`config.mk`:
```
export PLATFORM = sky130hd
export DESIGN_NAME = ldm_stm_sequencer
export DESIGN_NICKNAME = d
export VERILOG_FILES = /design/src/rtl/ldm_stm_pkg.sv /design/src/rtl/ldm_stm_sequencer_reg_list_pick.sv /design/src/rtl/ldm_stm_sequencer.sv
export SDC_FILE = /design/constraint.sdc
export NUM_CORES = 1
export LEC_CHECK = 0
export ABC_AREA = 0
export CORE_UTILIZATION = 26
export DETAILED_ROUTE_END_ITERATION = 6
export HOLD_SLACK_MARGIN = 0.02
export SETUP_SLACK_MARGIN = 0.5
export SKIP_CTS_REPAIR_TIMING = 1
export SYNTH_ARGS = -nofsm -noshare
export SYNTH_HDL_FRONTEND = slang
export SYNTH_HIERARCHICAL = 1
export SYNTH_SLANG_ARGS = --single-unit
```
`constraint.sdc`:
```
create_clock -name clk -period 11.8 [get_ports clk]
set_clock_uncertainty 0.15 [all_clocks]
set_input_delay 1.77 -clock clk [delete_from_list [all_inputs] [get_ports clk]]
set_output_delay 1.77 -clock clk [all_outputs]
set_load 0.02 [all_outputs]
```
`src/rtl/ldm_stm_pkg.sv`:
```
// Shared types and constants for the LDM/STM multi-register transfer sequencer.
package ldm_stm_pkg;

  localparam int unsigned WORD_BYTES = 4;
  localparam int unsigned NUM_REGS   = 16;

  typedef enum logic [2:0] {
    ST_IDLE,
    ST_RDREG,
    ST_REQ,
    ST_WAIT,
    ST_WB,
    ST_DONE
  } state_t;

  // Addressing mode encoded directly as {up, pre}
  typedef enum logic [1:0] {
    MODE_DA = 2'b00,
    MODE_DB = 2'b01,
    MODE_IA = 2'b10,
    MODE_IB = 2'b11
  } addr_mode_t;

  function automatic addr_mode_t addr_mode(input logic up, input logic pre);
    return addr_mode_t'({up, pre});
  endfunction

endpackage

```
`src/rtl/ldm_stm_sequencer_reg_list_pick.sv`:
```
// Lowest-set-bit encoder over the working mask, plus popcount of the command list.
module reg_list_pick
  import ldm_stm_pkg::*;
(
  input  logic [NUM_REGS-1:0] mask,
  input  logic [NUM_REGS-1:0] list,
  output logic [3:0]          idx,
  output logic                any,
  output logic [4:0]          count
);

  // Scan from the top down so the lowest set bit is the last one written
  always_comb begin
    idx = '0;
    any = 1'b0;
    for (int unsigned i = NUM_REGS; i > 0; i--) begin
      if (mask[i-1]) begin
        idx = 4'(i - 1);
        any = 1'b1;
      end
    end
  end

  // Number of registers selected by the incoming list
  always_comb begin
    count = '0;
    for (int unsigned i = 0; i < NUM_REGS; i++) begin
      count = count + 5'(list[i]);
    end
  end

endmodule

```
`src/rtl/ldm_stm_sequencer.sv`:
```
// LDM/STM sequencer: walks a 16-bit register list issuing one word memory
// request per selected register, optionally writing the new base back.
// Optional feature macro: LDM_STM_WRITEBACK_EN enables the base writeback state.
module ldm_stm_sequencer
  import ldm_stm_pkg::*;
#(
  parameter int ADDR_W = 32
) (
  input  logic              clk,
  input  logic              reset,
  input  logic              start,
  input  logic [15:0]       reg_list,
  input  logic [ADDR_W-1:0] base_addr,
  input  logic [3:0]        base_reg,
  input  logic              load,
  input  logic              up,
  input  logic              pre,
  input  logic              writeback,
  output logic              busy,
  output logic              done,
  output logic [3:0]        rf_read_reg,
  input  logic [31:0]       rf_read_data,
  output logic              rf_write_en,
  output logic [3:0]        rf_write_reg,
  output logic [31:0]       rf_write_data,
  output logic              mem_req_valid,
  input  logic              mem_req_ready,
  output logic [ADDR_W-1:0] mem_addr,
  output logic              mem_we,
  output logic [31:0]       mem_wdata,
  input  logic              mem_rsp_valid,
  input  logic [31:0]       mem_rsp_data
);

  localparam logic [ADDR_W-1:0] WORD = ADDR_W'(WORD_BYTES);

  state_t            state, state_next;
  logic [15:0]       mask;
  logic [15:0]       mask_cleared;
  logic [ADDR_W-1:0] addr;
  logic              load_q;
  logic [3:0]        idx, idx_q;
  logic              any;
  logic [4:0]        count;
  logic              req_first;
  logic [31:0]       wdata_q;
  logic              rf_we_q;
  logic [3:0]        rf_wreg_q;
  logic [31:0]       rf_wdata_q;
  logic              wb_go;
  logic [ADDR_W-1:0] base;
  logic [ADDR_W-1:0] n_bytes;
  logic [ADDR_W-1:0] start_addr;

`ifdef LDM_STM_WRITEBACK_EN
  logic              wb_q;
  logic [ADDR_W-1:0] final_base;
  logic [3:0]        base_reg_q;
  assign wb_go = wb_q;
`else
  logic unused_wb_inputs;
  assign unused_wb_inputs = ^{writeback, base_reg};
  assign wb_go = 1'b0;
`endif

  reg_list_pick u_pick (
    .mask  (mask),
    .list  (reg_list),
    .idx   (idx),
    .any   (any),
    .count (count)
  );

  assign base         = {base_addr[ADDR_W-1:2], 2'b00};
  assign n_bytes      = ADDR_W'({count, 2'b00});
  assign mask_cleared = mask & ~(16'd1 << idx);

  // First transfer address for the four addressing modes
  always_comb begin
    case (addr_mode(up, pre))
      MODE_IA: start_addr = base;
      MODE_IB: start_addr = base + WORD;
      MODE_DA: start_addr = base - n_bytes + WORD;
      default: start_addr = base - n_bytes;
    endcase
  end

  // State register
  always_ff @(posedge clk) begin
    if (reset) state <= ST_IDLE;
    else       state <= state_next;
  end

  // Next-state logic; an empty list settles one cycle in RDREG before DONE
  always_comb begin
    state_next = state;
    case (state)
      ST_IDLE: begin
        if (start) state_next = (count == '0 || !load) ? ST_RDREG : ST_REQ;
      end
      ST_RDREG: state_next = any ? ST_REQ : ST_DONE;
      ST_REQ: begin
        if (mem_req_ready) begin
          if (load_q)                 state_next = ST_WAIT;
          else if (mask_cleared != '0) state_next = ST_RDREG;
          else                        state_next = wb_go ? ST_WB : ST_DONE;
        end
      end
      ST_WAIT: begin
        if (mem_rsp_valid) state_next = any ? ST_REQ : (wb_go ? ST_WB : ST_DONE);
      end
      ST_WB:   state_next = ST_DONE;
      ST_DONE: state_next = ST_IDLE;
      default: state_next = ST_IDLE;
    endcase
  end

  // Command latch, mask/address walk, store data capture and registered rf writes
  always_ff @(posedge clk) begin
    if (reset) begin
      mask       <= '0;
      addr       <= '0;
      load_q     <= 1'b0;
      idx_q      <= '0;
      req_first  <= 1'b0;
      wdata_q    <= '0;
      rf_we_q    <= 1'b0;
      rf_wreg_q  <= '0;
      rf_wdata_q <= '0;
`ifdef LDM_STM_WRITEBACK_EN
      wb_q       <= 1'b0;
      final_base <= '0;
      base_reg_q <= '0;
`endif
    end else begin
      rf_we_q   <= 1'b0;
      req_first <= 1'b0;
      case (state)
        ST_IDLE: begin
          if (start) begin
            mask   <= reg_list;
            addr   <= start_addr;
            load_q <= load;
`ifdef LDM_STM_WRITEBACK_EN
            wb_q       <= writeback && !(load && reg_list[base_reg]) && (count != '0);
            final_base <= up ? (base + n_bytes) : (base - n_bytes);
            base_reg_q <= base_reg;
`endif
          end
        end
        ST_RDREG: req_first <= any;
        ST_REQ: begin
          // Read data arrives during the first REQ cycle; hold it from then on
          if (req_first) wdata_q <= rf_read_data;
          if (mem_req_ready) begin
            mask  <= mask_cleared;
            addr  <= addr + WORD;
            idx_q <= idx;
          end
        end
        ST_WAIT: begin
          if (mem_rsp_valid) begin
            rf_we_q    <= 1'b1;
            rf_wreg_q  <= idx_q;
            rf_wdata_q <= mem_rsp_data;
          end
        end
`ifdef LDM_STM_WRITEBACK_EN
        ST_WB: begin
          rf_we_q    <= 1'b1;
          rf_wreg_q  <= base_reg_q;
          rf_wdata_q <= 32'(final_base);
        end
`endif
        default: ;
      endcase
    end
  end

  assign busy          = (state != ST_IDLE);
  assign done          = (state == ST_DONE);
  assign rf_read_reg   = idx;
  assign rf_write_en   = rf_we_q;
  assign rf_write_reg  = rf_wreg_q;
  assign rf_write_data = rf_wdata_q;
  assign mem_req_valid = (state == ST_REQ);
  assign mem_we        = (state == ST_REQ) && !load_q;
  assign mem_addr      = addr;
  assign mem_wdata     = req_first ? rf_read_data : wdata_q;

endmodule

```
Yosys cells after proc, flatten, opt, wreduce, memory -nomap -nowiden
Index checks and enable logic that the tools add are counted.

storage, ports and cells
  bits in registers = 126
  input port bits = 125
  output and inout bits = 109
  word-level logic and storage cells = 110

cells by class
  reductions and logical operators = 17
  bitwise operators = 4
  mux-type cells = 49
  shift operators = 1
  equal/unequal tests = 10
  add/sub/neg operators = 19

operator list
  kind                                                 number
  adder 32 x 3 -> 32 bit, second input constant        3
  two-way mux 32 bit                                   3
  one-hot mux 32 bit (3 select lines)                  1
  adder 5 x 1 -> 5 bit                                 14
  two-way mux 4 bit                                    16
  one-hot mux 32 bit (2 select lines)                  1
  two-way mux 16 bit                                   2
  one-hot mux 16 bit (2 select lines)                  1
  subtractor 32 x 7 -> 32 bit                          1
  two-way mux 3 bit                                    6
  two-way mux 1 bit                                    17
  bitwise AND 16 bit                                   1
  NOT 16 bit                                           1
  nonzero test 16 bit                                  1
  << shifter 1 x 4 -> 16 bit, first input constant     1
  one-hot mux 3 bit (5 select lines)                   1
  equality test 3 x 2 -> 1 bit, second input constant  2
  equality test 3 bit, second input constant           2
  AND reduction 2 bit                                  3
  AND reduction 3 bit                                  2
  logical NOT 5 bit                                    1
  equality test 2 bit, second input constant           2
  != test 2 bit, second input constant                 2
  OR reduction 2 bit                                   2
  12 further kinds                                     14

Longest topological paths before layout
  word-level depth = 24
  depth in mapped cells = 25
  depth with buffers taken out = 24

By module
Netlist, hierarchy kept.

by module, submodules not included
  module             area each (µm²)  sequential area each (µm²)  instances  cells an instance
  ldm_stm_sequencer  8,511.9          2,482.4                     1          1,214
  reg_list_pick      588.1            0.0                         1          79

Worst setup path after synthesis
OpenSTA, ideal clock, no wires.

  path kind = input to register
  from = in reg_list[11]
  to = reg addr[29], in the netlist mem_addr[29]
  path buffers = 2
  data required time = 11,559 ps
  setup slack = 4,159 ps
  stages = 25
  arrival = 7,400 ps
  setup time = 91 ps
  path through = inv_1 fa_1 fa_1 fa_1 fa_1 inv_1 ha_1 inv_1 fa_1 nor2b_1 o21a_1 inv_1 ha_1 clkbuf_1 nand2_1 a211oi_2 clkbuf_1 o21ai_0 a21o_1 a21oi_1 nand4_1 nor3_1 xnor2_1 nand2_1 a311oi_1

between the ends
  cells in the longest elaborated chain, start to end = 10

ends and longest elaborated chain
  item                                     line                                              RTL
  from (decl)                              ldm_stm_sequencer.sv:12                           input logic [15:0] reg_list,
  adder 5 x 1 -> 5 bit (*) (5 in series)   ldm_stm_sequencer_reg_list_pick.sv:28             count = count + 5'(list[i]);
  named net count[4]                       ldm_stm_sequencer.sv:44                           logic [4:0] count;
  subtractor 32 x 7 -> 32 bit (*)          ldm_stm_sequencer.sv:83, ldm_stm_sequencer.sv:84
  adder 32 x 3 -> 32 bit                   ldm_stm_sequencer.sv:83                           MODE_DA: start_addr = base - n_bytes + WORD;
  one-hot mux 32 bit (3 select lines) (*)  ldm_stm_sequencer.sv:80                           case (addr_mode(up, pre))
  two-way mux 32 bit (*)                   ldm_stm_sequencer.sv:140                          if (start) begin
  one-hot mux 32 bit (2 select lines) (*)  ldm_stm_sequencer.sv:138                          case (state)
  to (signal assigned)                     ldm_stm_sequencer.sv:142                          addr <= start_addr;
  to (signal assigned)                     ldm_stm_sequencer.sv:157                          addr <= addr + WORD;
  to (decl)                                ldm_stm_sequencer.sv:40                           logic [ADDR_W-1:0] addr;

The timed path passes the listed nets; every way through them passes the cells marked *. The select of a mux whose other input is x is not followed.
A chain may end at the register's enable or synchronous reset.

Final worst setup path
Same ends and word-level chain as after synthesis.

==> results.sh <==
export IMPL_max_vdd_ir_drop_mv=0.103
export IMPL_synth_seq_cells=124
export IMPL_placementRows=68
export IMPL_path_clk_slew_ns=0.06
export IMPL_grt_max_degree=73
export IMPL_htree_levels=4
export IMPL_setup_violations=0
export IMPL_synthFlopType="dfxtp_1"
export IMPL_hold_depth=2
export IMPL_hpwl_um=23000
export IMPL_die_w_um=189
export IMPL_yosys_mux_area_fraction=0.0498
export IMPL_dpl_cell_count=1898
export IMPL_fin_nets=1613
export IMPL_die_height_um=189
export IMPL_yosys_warnings=6
export IMPL_start_util=0.264
export IMPL_io_pins=234
export IMPL_dieArea_um2=35800
export IMPL_reg2reg_to="mem_addr[25]"
export IMPL_synth_top_family_by_area="simple AND/OR/NAND/NOR gates"
export IMPL_yosys_cell_types_count=72
export IMPL_leakage_nw=4.19
export IMPL_drive_gt1_frac=0.0705
export IMPL_antenna_found_initial=0
export IMPL_grt_pass1_wl_um=48600
export IMPL_num_vias=9805
export IMPL_drc=0
export IMPL_gr_total_overflow=0
export IMPL_cts_buffers=17
export IMPL_syn_cell_area_um2=9100
export IMPL_synthDominantCellAreaShare=0.273
export IMPL_first_pass_iters=6
export IMPL_core_um2=34500
export IMPL_grt_usage=0.170
export IMPL_hp_class="register to register"
export IMPL_p_switching_mw=1.02
export IMPL_synth_compound_area_frac=0.227
export IMPL_slew_viol_final=0
export IMPL_grt_pass1_vias=8989
export IMPL_place_congestion=0.900
export IMPL_mostFrequentLayoutCells="nand2_1 (259), clkdlybuf4s50_1 (223), a21oi_1 (171), dfxtp_1 (124), nor2_1 (102)"
export IMPL_path_max_fanout=18
export IMPL_cp_required_ns=11.98
export IMPL_fillers=3652
export IMPL_routedWlPerCell_um=16.2
export IMPL_place_area_um2=11700
export IMPL_finalHoldViolations=0
export IMPL_final_area_um2=12300
export IMPL_cp_arrival_ns=8.84
export IMPL_status="finished, final reports clean"
export IMPL_ys_seq_area_frac=0.273
export IMPL_syn_to_final_growth_pct=35.0
export IMPL_finalCriticalPeriod_ns=8.65
export IMPL_yosys_area_share_simple=0.283
export IMPL_power_density_nw_per_um2=189
export IMPL_rsz0062_at_grt="false"
export IMPL_synth_avg_cell_area_um2=7.04
export IMPL_synthAdderAreaFrac=0.0448
export IMPL_drt_iter0_drc=596
export IMPL_drv_cap=0
export IMPL_synth_edf_count=0
export IMPL_timing_fmax_ghz=0.116
export IMPL_wl_um=31200
export IMPL_port_buffers=224
export IMPL_pwr_share_clk=0.235
export IMPL_pwr_share_seq=0.248
export IMPL_swShare=0.439
export IMPL_clock_sinks=124
export IMPL_synthXorXnorAreaFrac=0.0626
export IMPL_min_from="rf_write_data[17]"
export IMPL_whs_endpoint="rf_write_data[17]"
export IMPL_tns_ns=0
export IMPL_fin_cells=1930
export IMPL_rr_startpoint="state[1]"
export IMPL_start_kind="primary input"
export IMPL_fin_crit_sh=0.733
export IMPL_critical_path_class="primary input to register"
export IMPL_synth_top_area_cell="dfxtp_1"
export IMPL_mostFrequentLayoutCell="nand2_1"
export IMPL_endpoint_kind="register"
export IMPL_syn_inst=1293
export IMPL_r2r_slack_ns=7.35
export IMPL_tightest_slew_ns=1.06
export IMPL_diodes=0
export IMPL_clk_latency_ns=0.42
export IMPL_async_reset_ff_frac=0
export IMPL_tritoncts="done"
export IMPL_vias_per_cell=5.08
export IMPL_worstRegToRegCells=11
export IMPL_clockBufferDepth=2
export IMPL_synth_area_top_cells="dfxtp_1 (27%), nand2_1 (11%), a21oi_1 (9.4%)"
export IMPL_intPower_mw=1.30
export IMPL_slew_limit_headroom=0.289
export IMPL_drt_antenna_violating_nets=0
export IMPL_p_comb_frac=0.517
export IMPL_cts_root_buf="clkbuf_16"
-- critical path: stages --
cell	delay [ns]
clkdlybuf4s50_1	0.49
inv_1	0.07
fa_1	0.55
fa_1	0.44
fa_1	0.54
fa_1	0.43
inv_1	0.07
ha_1	0.16
inv_1	0.06
fa_1	0.45
nor2b_1	0.13
o21a_1	0.12
inv_1	0.07
ha_1	0.41
nand2_1	0.09
a211oi_2	0.83
o21ai_0	0.36
a21o_1	0.25
a21oi_1	0.29
nand4_1	0.43
nor3_1	0.32
xnor2_1	0.15
nand2_1	0.08
a311oi_1	0.25
-- Yosys cell counts, types with 7 or more instances --
| master | number |
|---|---|
| a211oi_1 | 13 |
| a21oi_1 | 171 |
| a221oi_1 | 8 |
| a31oi_1 | 11 |
| and2_1 | 9 |
| and3_1 | 8 |
| clkbuf_1 | 80 |
| dfxtp_1 | 124 |
| fa_1 | 11 |
| ha_1 | 15 |
| inv_1 | 47 |
| mux2_2 | 34 |
| mux2i_1 | 7 |
| nand2_1 | 260 |
| nand2b_1 | 13 |
| nand3_1 | 29 |
| nand4_1 | 17 |
| nor2_1 | 103 |
| nor2b_1 | 10 |
| nor3_1 | 40 |
| nor4_1 | 17 |
| o211ai_1 | 9 |
| o21ai_0 | 69 |
| o22ai_1 | 8 |
| xnor2_1 | 42 |
| xor2_1 | 23 |
-- logic make-up (layout without fill, tap and decap cells) --
group           count (synthesis)  in the layout
other cells                     1              2
compound gates                349            349
flops                         124            124
fa+ha+maj                      26             26
mux                            41             41
buf+inv                       139            320
simple gates                  548            548
xor+xnor                       65             65
-- area by class of cell --
type,instances,area (um^2),area share
Inverter,48,180,0.0147
Clock buffer,19,443,0.0361
Multi-Input combinational cell,1031,6080,0.495
Clock inverter,13,166,0.0135
Tap cell,455,569,0.0463
Timing Repair Buffer,240,2360,0.192
Sequential cell,124,2480,0.202
-- stage by stage --
step	setup slack (ns)	util	hold WS (ns)	total power, mW
final	3.15	0.357	0.301	2.32
after global routing	2.60	0.357	0.320	2.47
after CTS	3.20	0.357	0.299	2.33
after detailed placement	2.79	0.339	0.294	1.78
after global placement	2.83	0.339	0.290	1.77
after floorplan	4.16	-	0.282	1.34
-- power groups by stage --
stage / Clock, mW / Combinational (mW) / Sequential [mW]
CTS: 0.558 / 1.20 / 0.576
finish: 0.547 / 1.20 / 0.576
floorplan: 0 / 0.726 / 0.610
global placement: 0 / 1.18 / 0.583
detailed placement: 0 / 1.19 / 0.585
global route: 0.576 / 1.31 / 0.589
-- routing by layer --
| layer | track usage | up-vias | part of all wire |
|---|---|---|---|
| li1 | - | 4857 | - |
| met1 | 0.215 | 4560 | 0.44 |
| met2 | 0.285 | 334 | 0.47 |
| met3 | 0.0291 | 54 | 0.054 |
| met4 | 0.0692 | 0 | 0.028 |
| met5 | 0 | - | 0 |
-- worst max path at each step --
stage,start,cells past startpoint,endpoint
after floorplan,reg_list[11],25,mem_addr[29]
after global routing,reg_list[5],24,mem_addr[29]
after CTS,reg_list[11],24,mem_addr[29]
final,reg_list[11],24,mem_addr[29]
after global placement,reg_list[15],24,mem_addr[29]
after detailed placement,reg_list[11],24,mem_addr[29]
No activity file was read; power rests on OpenSTA's default activity.
